--- src/rtl/gobou_layer_seq.sv ---
// -----------------------------------------------------------------------------
// gobou_layer_seq
// Layer scheduler for the gobou fully-connected engine. A small descriptor
// table (one entry per layer: total_in, total_out, input_addr, output_addr)
// is loaded by the host while idle. One start pulse then runs the first
// min(num_layer, MAXLAYER) layers back-to-back. Each layer's descriptor is
// presented, req is pulsed, and the sequencer waits for gobou's ack. Entries
// with a zero unit count are skipped without issuing req.
//
// Ports
//   clk, xrst          clock, asynchronous active-low reset
//   cfg_we/cfg_layer   descriptor write strobe and index (ignored while busy)
//   cfg_total_in/out   unit counts written to the selected entry
//   cfg_input/output_addr  image-memory base addresses written to the entry
//   num_layer          number of layers to run, sampled with start
//   start              single-cycle launch request
//   ack                gobou layer-complete pulse
//   req                single-cycle launch pulse to gobou
//   total_in/out, input_addr, output_addr   active descriptor to gobou
//   cur_layer          index of the layer being fetched/run
//   busy               sequence in progress
//   done               single-cycle completion pulse
// -----------------------------------------------------------------------------
module gobou_layer_seq #(
   parameter int LWIDTH   = 10,
   parameter int IMGSIZE  = 12,
   parameter int MAXLAYER = 8,
   parameter int LAYERLOG = 3
) (
   input  logic                clk,
   input  logic                xrst,
   input  logic                cfg_we,
   input  logic [LAYERLOG-1:0] cfg_layer,
   input  logic [LWIDTH-1:0]   cfg_total_in,
   input  logic [LWIDTH-1:0]   cfg_total_out,
   input  logic [IMGSIZE-1:0]  cfg_input_addr,
   input  logic [IMGSIZE-1:0]  cfg_output_addr,
   input  logic [LAYERLOG:0]   num_layer,
   input  logic                start,
   input  logic                ack,
   output logic                req,
   output logic [LWIDTH-1:0]   total_in,
   output logic [LWIDTH-1:0]   total_out,
   output logic [IMGSIZE-1:0]  input_addr,
   output logic [IMGSIZE-1:0]  output_addr,
   output logic [LAYERLOG-1:0] cur_layer,
   output logic                busy,
   output logic                done
);

   typedef enum logic [2:0] {
      S_IDLE  = 3'd0,
      S_FETCH = 3'd1,
      S_ISSUE = 3'd2,
      S_WAIT  = 3'd3,
      S_FIN   = 3'd4
   } state_e;

   localparam logic [LAYERLOG:0]   MAX_CNT  = (LAYERLOG+1)'(MAXLAYER);
   localparam logic [LAYERLOG:0]   ONE_CNT  = (LAYERLOG+1)'(1);
   localparam logic [LAYERLOG:0]   ZERO_CNT = (LAYERLOG+1)'(0);
   localparam logic [LAYERLOG-1:0] ONE_LYR  = LAYERLOG'(1);
   localparam logic [LAYERLOG-1:0] ZERO_LYR = LAYERLOG'(0);

   state_e                state_q, state_d;
   // launch_q marks the cycle after start, in which the latched count decides
   // between fetching the first layer and finishing straight away.
   logic                  launch_q, launch_d;
   logic [LAYERLOG:0]     count_q, count_d;
   logic [LAYERLOG-1:0]   cur_layer_q, cur_layer_d;
   logic                  req_q, req_d;
   logic                  done_q, done_d;
   logic                  busy_q, busy_d;
   logic [LWIDTH-1:0]     tin_q, tin_d;
   logic [LWIDTH-1:0]     tout_q, tout_d;
   logic [IMGSIZE-1:0]    iaddr_q, iaddr_d;
   logic [IMGSIZE-1:0]    oaddr_q, oaddr_d;

   logic [LWIDTH-1:0]     tab_in_q   [MAXLAYER];
   logic [LWIDTH-1:0]     tab_out_q  [MAXLAYER];
   logic [IMGSIZE-1:0]    tab_iaddr_q[MAXLAYER];
   logic [IMGSIZE-1:0]    tab_oaddr_q[MAXLAYER];

   logic                  entry_empty_s;
   logic                  last_layer_s;

   assign entry_empty_s = (tab_in_q[cur_layer_q]  == {LWIDTH{1'b0}}) ||
                          (tab_out_q[cur_layer_q] == {LWIDTH{1'b0}});
   assign last_layer_s  = (({1'b0, cur_layer_q} + ONE_CNT) == count_q);

   // Descriptor table: host writes land only while no sequence is running.
   always_ff @(posedge clk) begin
      if (cfg_we && !busy_q) begin
         tab_in_q[cfg_layer]    <= cfg_total_in;
         tab_out_q[cfg_layer]   <= cfg_total_out;
         tab_iaddr_q[cfg_layer] <= cfg_input_addr;
         tab_oaddr_q[cfg_layer] <= cfg_output_addr;
      end
   end

   // State, layer counters and registered outputs.
   always_ff @(posedge clk or negedge xrst) begin
      if (!xrst) begin
         state_q     <= S_IDLE;
         launch_q    <= 1'b0;
         count_q     <= ZERO_CNT;
         cur_layer_q <= ZERO_LYR;
         req_q       <= 1'b0;
         done_q      <= 1'b0;
         busy_q      <= 1'b0;
         tin_q       <= {LWIDTH{1'b0}};
         tout_q      <= {LWIDTH{1'b0}};
         iaddr_q     <= {IMGSIZE{1'b0}};
         oaddr_q     <= {IMGSIZE{1'b0}};
      end else begin
         state_q     <= state_d;
         launch_q    <= launch_d;
         count_q     <= count_d;
         cur_layer_q <= cur_layer_d;
         req_q       <= req_d;
         done_q      <= done_d;
         busy_q      <= busy_d;
         tin_q       <= tin_d;
         tout_q      <= tout_d;
         iaddr_q     <= iaddr_d;
         oaddr_q     <= oaddr_d;
      end
   end

   // Next-state logic, including the layer counter advance.
   always_comb begin
      state_d     = state_q;
      launch_d    = 1'b0;
      count_d     = count_q;
      cur_layer_d = cur_layer_q;
      case (state_q)
         S_IDLE: begin
            if (launch_q) begin
               if (count_q != ZERO_CNT) begin
                  state_d = S_FETCH;
               end else begin
                  state_d = S_FIN;
               end
            end else if (start) begin
               launch_d    = 1'b1;
               cur_layer_d = ZERO_LYR;
               if (num_layer > MAX_CNT) begin
                  count_d = MAX_CNT;
               end else begin
                  count_d = num_layer;
               end
            end else begin
               state_d = S_IDLE;
            end
         end
         S_FETCH: begin
            // Empty entries advance immediately without a req.
            if (entry_empty_s) begin
               if (last_layer_s) begin
                  state_d = S_FIN;
               end else begin
                  cur_layer_d = cur_layer_q + ONE_LYR;
                  state_d     = S_FETCH;
               end
            end else begin
               state_d = S_ISSUE;
            end
         end
         S_ISSUE: begin
            state_d = S_WAIT;
         end
         S_WAIT: begin
            if (ack) begin
               if (last_layer_s) begin
                  state_d = S_FIN;
               end else begin
                  cur_layer_d = cur_layer_q + ONE_LYR;
                  state_d     = S_FETCH;
               end
            end else begin
               state_d = S_WAIT;
            end
         end
         S_FIN: begin
            state_d = S_IDLE;
         end
         default: begin
            state_d = S_IDLE;
         end
      endcase
   end

   // Output logic: pulses and busy follow the state being entered so they
   // line up with it; the descriptor is captured while in FETCH and held.
   always_comb begin
      req_d   = (state_d == S_ISSUE);
      done_d  = (state_d == S_FIN);
      busy_d  = launch_d || (state_d == S_FETCH) ||
                (state_d == S_ISSUE) || (state_d == S_WAIT);
      tin_d   = tin_q;
      tout_d  = tout_q;
      iaddr_d = iaddr_q;
      oaddr_d = oaddr_q;
      if (state_q == S_FETCH) begin
         tin_d   = tab_in_q[cur_layer_q];
         tout_d  = tab_out_q[cur_layer_q];
         iaddr_d = tab_iaddr_q[cur_layer_q];
         oaddr_d = tab_oaddr_q[cur_layer_q];
      end else begin
         tin_d   = tin_q;
      end
   end

   assign req         = req_q;
   assign done        = done_q;
   assign busy        = busy_q;
   assign cur_layer   = cur_layer_q;
   assign total_in    = tin_q;
   assign total_out   = tout_q;
   assign input_addr  = iaddr_q;
   assign output_addr = oaddr_q;

endmodule

--- config.mk ---
export PLATFORM = sky130hd
export DESIGN_NAME = gobou_layer_seq
export DESIGN_NICKNAME = d
export VERILOG_FILES = /design/src/rtl/gobou_layer_seq.sv
export SDC_FILE = /design/constraint.sdc
export NUM_CORES = 1
export LEC_CHECK = 0
export CAP_MARGIN = 20
export CORE_ASPECT_RATIO = 0.75
export CORE_MARGIN = 4
export CORE_UTILIZATION = 53
export DETAILED_ROUTE_END_ITERATION = 7
export HOLD_SLACK_MARGIN = 0.03
export PLACE_DENSITY = 0.84
export SYNTH_ARGS = -nofsm -noshare
export SYNTH_HDL_FRONTEND = slang
export SYNTH_SLANG_ARGS = --single-unit
--- constraint.sdc ---
create_clock -name clk -period 4.22 [get_ports clk]
set_input_delay 1.266 -clock clk [delete_from_list [all_inputs] [get_ports clk]]
set_output_delay 1.266 -clock clk [all_outputs]
set_load 0.02 [all_outputs]
==> flow_summary.yaml, run 1 <==
placement:
  numPortBuffers: 105
  post-dp-hpwl_um: 18260
  routabilityCongestion: 0.7283
clocking:
  cts_max_level: 2
  clock_latency_ps: 520
  clock_path_buffers: 3
  cts_sinks: 410
  cts_buffers: 37
  cts_hold_buffers: 0
  cts_tree: "done"
  cts_setup_buffers: 0
  clk_pin_slew_ps: 60
  cts_repair_resize_count: 0
  ctsRootBufferMaster: "clkbuf_16"
global_routing:
  grt_most_used_layer: "met2"
  grt_util_all_layers: 0.2052
  grt-ovfl-total: 0
  first_global_vias: 8016
  grt_first_pass_wirelength_um: 49280
  use_met2: 0.3380
  met1_usage: 0.2910
  antenna_found_initial: 1
  grt_max_degree: 70
  use_met3: 0.04011
critical_path:
  arrival_ps: 2490
  end_kind: "primary output"
  slowest_delay_ps: 1180
  cp_num_cells: 1
  worstPathCellList: "clkdlybuf4s50_1"
  slowest_stage: "dfrtp_4"
  regToRegSetupSlack_ps: 880
  endpoint: "cur_layer[2]"
  regToRegStartpoint: "cur_layer[1]"
  path_class: "reg2out"
  cp_top_family: "flip-flops"
  worst-endpoint-required_ps: 2950
  cp-startpoint: "cur_layer[2]"
  path_buf_inv: 1
  reg2reg_depth: 8
  reg2reg_to: "cur_layer[0]"
  startpoint_type: "flip-flop"
  path_max_fanout: 69
timing:
  period_share: 0.8907
  fin_skew_ps: 14.46
  maxSlewViolCount: 0
  setup_viol: 0
  tns_ps: 0
  rsz0062_at_grt: "false"
  fmax_mhz: 266.0
  post-route-min-period_ps: 3759
  worst_pin_slew_ps: 1144
  hold_viol: 0
  max_slew_margin: 0.2370
drt:
  vias_per_cell: 5.949
  drtPass1Iterations: 5
  ant_nets: 0
  wire_per_inst_um: 25.37
  vias: 7662
  first_iter_violations: 652
  drc_errors: 0
  routed_wl_um: 32670
logic_synthesis:
  synth_area_per_cell_um2: 20.72
  yosys.area_share.simple: 0.02866
  synth-compound-area-share: 0.02220
  ys_ff_latch: 410
  netlist_instances: 748
  synth_top_family_by_area: "multiplexers"
  yosys.area_share.adder: 0.0008072
  ys_warn_count: 0
  synthMuxAreaShare: 0.1577
  ys_types: 41
  synth_fp_nets: 805
  yosysSeqAreaShare: 0.7756
  synth_xor_area_frac: 0.001695
  syn-cell-area_mm2: 0.01550
final_layout:
  utilization: 0.6483
  area_growth_pct: 18.71
  n_fill_cell: 1925
  antenna_cells: 0
  multi_input_area_mm2: 0.003346
  drive_gt1_frac: 0.1971
  seq_area_mm2: 0.01203
  finalNetCount: 931
floorplan:
  core-area_mm2: 0.02838
  die_h_um: 156.1
  die_area_mm2: 0.03207
  floorplan.initialDensity: 0.5461
  ioPinCount: 106
  die_w_um: 205.5
  rows: 53
hold_path:
  hold_path.class: "reg2reg"
  hold_depth: 2
power:
  p_total_mw: 11.43
  powerDensity_mw_per_mm2: 621.0
  leakage_nw: 5.958
  ir_drop_mv: 0.3212
status:
  status: "completed"
flow_run:
  drv_cap: 0
metrics by stage:
step / area [um2] / hold WS [ps] / instances / setup slack (ps)
floorplan: 15510 / 500.4 / 748 / 109.0
global placement: 17180 / 505.3 / 1218 / 932.8
detailed placement: 17180 / 517.7 / 1218 / 871.5
CTS: 18350 / 531.1 / 1286 / 403.1
global route: 18400 / 544.0 / 1288 / 369.1
finish: 18400 / 525.1 / 1288 / 461.1
layout make-up:
cell class,count,area share
flip-flops and latches,410,0.6540
clock buffers,47,0.05522
multi-input cells,294,0.1818
well taps,385,0.02618
inverters,6,0.001224
clock inverters,21,0.008704
repair buffers,125,0.07290
worst min-delay path, stage by stage, from the launching register on:
cell and delay [ps]:
dfrtp_1 340, nor2_1 50, a21oi_1 100
metal layers:
layer / up-vias / wire length (um)
li1: 3282 / -
met1: 3991 / 13150
met2: 339 / 16530
met3: 48 / 2403
met4: 2 / 580
met5: - / 7
worst min path at each step:
stage / startpoint / end / slack, ps
2_1_floorplan: state_q[2] / state_q[1] / 500
3_3_place_gp: output_addr[7] / output_addr[7] / 510
3_5_place_dp: input_addr[1] / input_addr[1] / 520
4_1_cts: input_addr[1] / input_addr[1] / 530
5_1_grt: input_addr[3] / input_addr[3] / 540
6_report: input_addr[1] / input_addr[1] / 530
power by group:
group	internal [mW]	switching (mW)	leakage (nW)
clock network	1.84	1.41	0.569
logic	1.46	1.50	1.56
registers	4.77	0.446	3.83
total	8.06	3.36	5.96
Yosys cell counts:
cell type  number  share of area
and3_1          1        0.00040
ha_1            1        0.00081
or3b_2          1        0.00057
nor3b_1         1        0.00048
nor2b_1         2        0.00081
clkbuf_1       20         0.0048
xnor2_1         1        0.00057
nor4b_1         1        0.00057
nand3b_1        5         0.0024
mux2_1          1        0.00073
or3_1           1        0.00040
nor4_2          1        0.00081
o21ai_1         4         0.0013
o211ai_1        1        0.00048
o21bai_1        1        0.00048
or3b_1          1        0.00057
nand2_1         8         0.0019
nor4_1          1        0.00040
xor2_1          2         0.0011
buf_8           1        0.00097
a211oi_1        2        0.00097
inv_1           6         0.0015
buf_2           4         0.0013
mux4_2         88           0.13
nor2_1         54          0.013
buf_4           1        0.00048
a31oi_1         1        0.00040
nor3_1          5         0.0016
dfrtp_1        58          0.094
o31ai_1         2        0.00097
nor3_2          2         0.0013
nand2b_1        3         0.0012
buf_6           3         0.0022
a21oi_1        48          0.015
nand4_1         4         0.0016
o21ai_0         3        0.00097
edfxtp_1      352           0.68
a31o_1          2         0.0011
or4_1           1        0.00048
mux2i_1        45          0.029
buf_1           9         0.0022
cells in the final DEF, fill, tap and decap left out, types with 4 or more instances in the layout:
master and instances:
mux2i_1 45, clkinv_2 6, inv_1 6, clkinv_1 8, mux4_2 88, clkdlybuf4s50_1 104, buf_4 9, nand2_1 8
nand4_1 4, edfxtp_1 352, nand3b_1 5, dfrtp_1 55, nor2_4 7, o21ai_1 4, clkbuf_16 39, nor2_1 47
buf_12 10, a21oi_1 48, clkbuf_1 7
registers in the layout, indices dropped and copies added, names as in the netlist:
name and flops:
busy 1, count_q 4, cur_layer 3, done 1, input_addr 12, launch_q 1, output_addr 12, req 1
state_q 3, tab_iaddr_q 96, tab_in_q 80, tab_oaddr_q 96, tab_out_q 80, total_in 10, total_out 10
kinds of logic (layout without fill, tap and decap cells):
| logic type | after synthesis | count (layout) |
|---|---|---|
| flip-flops | 410 | 410 |
| multiplexers | 134 | 134 |
| AND/OR/NAND/NOR | 92 | 92 |
| AO/OA/AOI/OAI | 64 | 64 |
| buffers and inverters | 44 | 199 |
| XOR/XNOR | 3 | 3 |
| adder cells (fa/ha/maj) | 1 | 1 |
No activity file was read; power rests on OpenSTA's default activity.
==> inputs of run 2 (changes only) <==
--- a/config.mk
+++ b/config.mk
@@ -5,13 +5,14 @@
 export SDC_FILE = /design/constraint.sdc
 export NUM_CORES = 1
 export LEC_CHECK = 0
+export ABC_CLOCK_PERIOD_IN_PS = 4220
 export CAP_MARGIN = 20
 export CORE_ASPECT_RATIO = 0.75
 export CORE_MARGIN = 4
 export CORE_UTILIZATION = 53
 export DETAILED_ROUTE_END_ITERATION = 7
 export HOLD_SLACK_MARGIN = 0.03
-export PLACE_DENSITY = 0.84
+export PLACE_DENSITY_LB_ADDON = 0.3
 export SYNTH_ARGS = -nofsm -noshare
 export SYNTH_HDL_FRONTEND = slang
 export SYNTH_SLANG_ARGS = --single-unit
==> flow_summary.yaml, run 2 (synthesized netlist as in run 1, its figures left out) <==
clocking:
  ctsRootBufferMaster: "clkbuf_16"
  cts_max_level: 2
  cts_sinks: 410
  clk_pin_slew_ps: 60
  cts_repair_resize_count: 0
  clock_latency_ps: 520
  cts_tree: "done"
  cts_hold_buffers: 0
  clock_path_buffers: 3
  cts_setup_buffers: 0
  cts_buffers: 39
timing:
  post-route-min-period_ps: 3469
  hold_viol: 0
  fmax_mhz: 288.2
  max_slew_margin: 0.3390
  worst_pin_slew_ps: 989.2
  period_share: 0.8221
  maxSlewViolCount: 0
  tns_ps: 0
  fin_skew_ps: 18.70
  setup_viol: 0
  rsz0062_at_grt: "false"
critical_path:
  path_buf_inv: 1
  cp_top_family: "flip-flops"
  slowest_delay_ps: 920
  worst-endpoint-required_ps: 2950
  regToRegStartpoint: "cur_layer[2]"
  cp_num_cells: 1
  path_max_fanout: 48
  startpoint_type: "flip-flop"
  path_class: "reg2out"
  reg2reg_to: "cur_layer[0]"
  end_kind: "primary output"
  reg2reg_depth: 7
  regToRegSetupSlack_ps: 1040
  worstPathCellList: "clkdlybuf4s50_1"
  arrival_ps: 2200
  slowest_stage: "dfrtp_4"
floorplan:
  die_h_um: 156.1
  floorplan.initialDensity: 0.5461
  ioPinCount: 106
  die_area_mm2: 0.03207
  rows: 53
  core-area_mm2: 0.02838
  die_w_um: 205.5
drt:
  drc_errors: 0
  wire_per_inst_um: 24.48
  routed_wl_um: 31600
  drtPass1Iterations: 5
  first_iter_violations: 660
  ant_nets: 0
  vias: 7614
  vias_per_cell: 5.898
placement:
  post-dp-hpwl_um: 18240
  place_area_mm2: 0.01717
  dp_cells: 1220
  numPortBuffers: 105
  routabilityCongestion: 0.7707
final_layout:
  area_growth_pct: 19.11
  final_cell_mix: "352 x edfxtp_1, 104 x clkdlybuf4s50_1, 88 x mux4_2"
  reg_top3: "tab_iaddr_q: 96 flops, tab_oaddr_q: 96 flops"
  antenna_cells: 0
  drive_gt1_frac: 0.2020
  fin_area_mm2: 0.01846
  finalNetCount: 933
  layout_commonest_cell: "edfxtp_1"
  stdcell_count: 1291
hold_path:
  hold_start: "output_addr[5]"
  min_to: "output_addr[5]"
  hold_depth: 2
  hold_path.class: "reg2reg"
global_routing:
  first_global_vias: 8110
  antenna_found_initial: 1
  grt_first_pass_wirelength_um: 48670
  grt_util_all_layers: 0.2004
  grt-ovfl-total: 0
  grt_max_degree: 49
status:
  status: "completed"
flow_run:
  drv_cap: 0
power:
  leakage_nw: 6.007
  p_total_mw: 11.65
  ir_drop_mv: 0.3139
  powerDensity_mw_per_mm2: 631.2
[run 2: where the power goes]
part	total, mW	internal, mW	switching (mW)
Combinational	3.02	1.45	1.58
Clock	3.49	2.07	1.41
Sequential	5.14	4.77	0.372
Total	11.7	8.29	3.36
[run 2: final cells by class]
| type | count | area, um2 |
|---|---|---|
| Clock buffer | 51 | 1094 |
| Clock inverter | 20 | 201.4 |
| Fill cell | 1889 | 9921 |
| Inverter | 6 | 22.52 |
| Multi-Input combinational cell | 294 | 3346 |
| Sequential cell | 410 | 12030 |
| Tap cell | 385 | 481.7 |
| Timing Repair Buffer | 125 | 1284 |
[run 2: worst max-delay path by stage]
stage / from / to / slack (ps)
after CTS: cur_layer[2] / cur_layer[2] / 710
after global placement: cfg_layer[0] / tab_in_q[7][8] / 940
final: cur_layer[2] / cur_layer[2] / 750
after global routing: cur_layer[2] / cur_layer[2] / 680
after floorplan: cfg_layer[0] / tab_iaddr_q[6][0] / 110
after detailed placement: cfg_layer[0] / tab_in_q[7][2] / 850
[run 2: metal layers]
metal | up-vias | GRT usage | wire (um)
met3 | 40 | 0.03948 | 2012
met5 | - | 0 | 13
met2 | 260 | 0.3153 | 15250
li1 | 3281 | - | -
met1 | 4031 | 0.2979 | 13850
met4 | 2 | 0.04686 | 471
[run 2: per-stage QoR]
| stage | worst slack, ps | hold WS [ps] | util |
|---|---|---|---|
| detailed placement | 851.2 | 516.1 | 0.6048 |
| global placement | 944.7 | 510.8 | 0.6048 |
| finish | 750.7 | 525.9 | 0.6505 |
| floorplan | 109.0 | 500.4 | - |
| CTS | 714.4 | 530.5 | 0.6505 |
| global route | 678.5 | 566.3 | 0.6505 |
==> inputs of run 3 (changes only) <==
--- a/config.mk
+++ b/config.mk
@@ -5,11 +5,11 @@
 export SDC_FILE = /design/constraint.sdc
 export NUM_CORES = 1
 export LEC_CHECK = 0
-export ABC_CLOCK_PERIOD_IN_PS = 4220
+export ABC_CLOCK_PERIOD_IN_PS = 3200
 export CAP_MARGIN = 20
 export CORE_ASPECT_RATIO = 0.75
 export CORE_MARGIN = 4
-export CORE_UTILIZATION = 53
+export CORE_UTILIZATION = 55
 export DETAILED_ROUTE_END_ITERATION = 7
 export HOLD_SLACK_MARGIN = 0.03
 export PLACE_DENSITY_LB_ADDON = 0.3
==> constraint.sdc (replaced) <==
create_clock -name clk -period 3.2 [get_ports clk]
set_input_delay 0.96 -clock clk [delete_from_list [all_inputs] [get_ports clk]]
set_output_delay 0.96 -clock clk [all_outputs]
set_load 0.02 [all_outputs]
==> flow_summary.yaml, run 3 (synthesized netlist as in run 1, its figures left out) <==
power:
  pwr-share-clk: 0.306
  p_int_mw: 11.17
  powerDensity_mw_per_mm2: 842.0
  swShare: 0.2904
  combPwrFrac: 0.268
  leakage_nw: 6.099
  ir_drop_mv: 0.4146
  switchingPower_mw: 4.572
  power_frac_seq: 0.426
drt:
  vias_per_cell: 5.956
  wire_per_inst_um: 25.53
  vias: 7707
  ant_nets: 0
  drtPass1Iterations: 5
  first_iter_violations: 722
  drc_errors: 0
  routed_wl_um: 33040
critical_path:
  cp_top_family: "buffers and inverters"
  reg2reg_depth: 8
  end_kind: "primary output"
  slowest_stage: "dfrtp_4"
  regToRegStartpoint: "cur_layer[1]"
  path_buf_inv: 2
  reg2reg_to: "busy"
  arrival_ps: 2130
  path_class: "reg2out"
  path_max_fanout: 30
  worstPathCellList: "buf_12 > clkdlybuf4s50_1"
  slowest_delay_ps: 720
  startpoint_type: "flip-flop"
  regToRegSetupSlack_ps: 250
  worst-endpoint-required_ps: 2240
clocking:
  cts_tree: "done"
  clk_pin_slew_ps: 60
  ctsRootBufferMaster: "clkbuf_16"
  clock_latency_ps: 530
  cts_sinks: 410
  clock_path_buffers: 3
  cts_buffers: 38
  cts_max_level: 2
floorplan:
  core-area_mm2: 0.02739
  die_area_mm2: 0.03096
  die_h_um: 153.4
  ioPinCount: 106
  die_w_um: 201.8
  floorplan.initialDensity: 0.5659
  rows: 52
placement:
  place_area_mm2: 0.01729
  post-dp-hpwl_um: 18710
  routabilityCongestion: 0.7610
  dp_slack_ps: 149.9
  numPortBuffers: 105
timing:
  post-route-min-period_ps: 3093
  setup_viol: 0
  rsz0062_at_grt: "false"
  fin_skew_ps: 11.10
  max_slew_margin: 0.3457
  period_share: 0.9667
  worst_pin_slew_ps: 981.4
  hold_viol: 0
  fin_ws_ps: 106.6
  fmax_mhz: 323.3
  maxSlewViolCount: 0
global_routing:
  first_global_vias: 8098
  grt_util_all_layers: 0.2164
  grt-ovfl-total: 0
  grt_first_pass_wirelength_um: 50720
  grt_max_degree: 89
  antenna_found_initial: 1
final_layout:
  antenna_cells: 0
  layout_commonest_cell: "edfxtp_1"
  area_growth_pct: 20.64
  finalNetCount: 943
  reg_top3: "tab_iaddr_q: 96 flops, tab_oaddr_q: 96 flops"
  final_cell_mix: "352 x edfxtp_1, 104 x clkdlybuf4s50_1, 88 x mux4_2"
  drive_gt1_frac: 0.2183
  fin_area_mm2: 0.01870
flow_run:
  drv_cap: 0
status:
  status: "completed"
hold_path:
  hold_path.class: "in2async"
run 3: area by class of cell:
class	instances	area, um2
clock inverter	22	286.5
fill	1653	8692
multi-input combinational	294	3346
clock buffer	48	1072
inverter	6	22.52
sequential	410	12030
timing repair buffer	136	1466
tap	378	473.0
run 3: power groups by stage:
stage / sequential [mW] / clock, mW / combinational (mW)
global route: 6.75 / 5.16 / 4.54
finish: 6.71 / 4.82 / 4.22
floorplan: 6.96 / 0 / 2.42
detailed placement: 6.83 / 0 / 4.16
global placement: 6.80 / 0 / 4.05
CTS: 6.73 / 4.90 / 4.20
run 3: per-stage QoR:
stage | hold WS [ps] | power [mW] | instances | utilization | setup TNS (ps)
4_1_cts | 526.5 | 15.83 | 1289 | 0.6808 | 0
6_report | 512.1 | 15.74 | 1294 | 0.6827 | 0
3_3_place_gp | 504.6 | 10.84 | 1219 | 0.6312 | 0
2_1_floorplan | 500.4 | 9.373 | 748 | - | -99130
3_5_place_dp | 517.4 | 10.98 | 1219 | 0.6312 | 0
5_1_grt | 540.9 | 16.46 | 1294 | 0.6827 | 0
run 3: how the worst max path moves through the flow:
stage                 start           endpoint  cells after the start
6_report       cur_layer[2]       cur_layer[2]                      2
4_1_cts        cur_layer[2]       cur_layer[2]                      2
3_5_place_dp   cur_layer[1]               busy                      9
5_1_grt        cur_layer[2]       cur_layer[2]                      2
2_1_floorplan  cfg_layer[0]  tab_iaddr_q[2][0]                      2
3_3_place_gp   cur_layer[1]       cur_layer[0]                      9
run 3: routing by layer:
metal / track usage / wire length (um)
met5: 0 / 13
met4: 0.05237 / 498
met3: 0.04152 / 2333
met2: 0.3489 / 16580
met1: 0.3136 / 13620
run 3: worst register-to-register path, stage by stage, from the launching register on:
cell and delay (ps):
dfrtp_4 550, buf_12 280, mux4_2 550, mux2i_1 260
nand4_1 160, nor3_2 260, nor3_1 140, or3b_1 440
a31oi_1 210
run 3: timing repair:
| action | 4_1_cts | 5_1_grt |
|---|---|---|
| endpoints found under the setup margin | 0 | 2 |
| resized for setup | 0 | 0 |
| hold buffers | 0 | 0 |
| setup buffers | 0 | 5 |
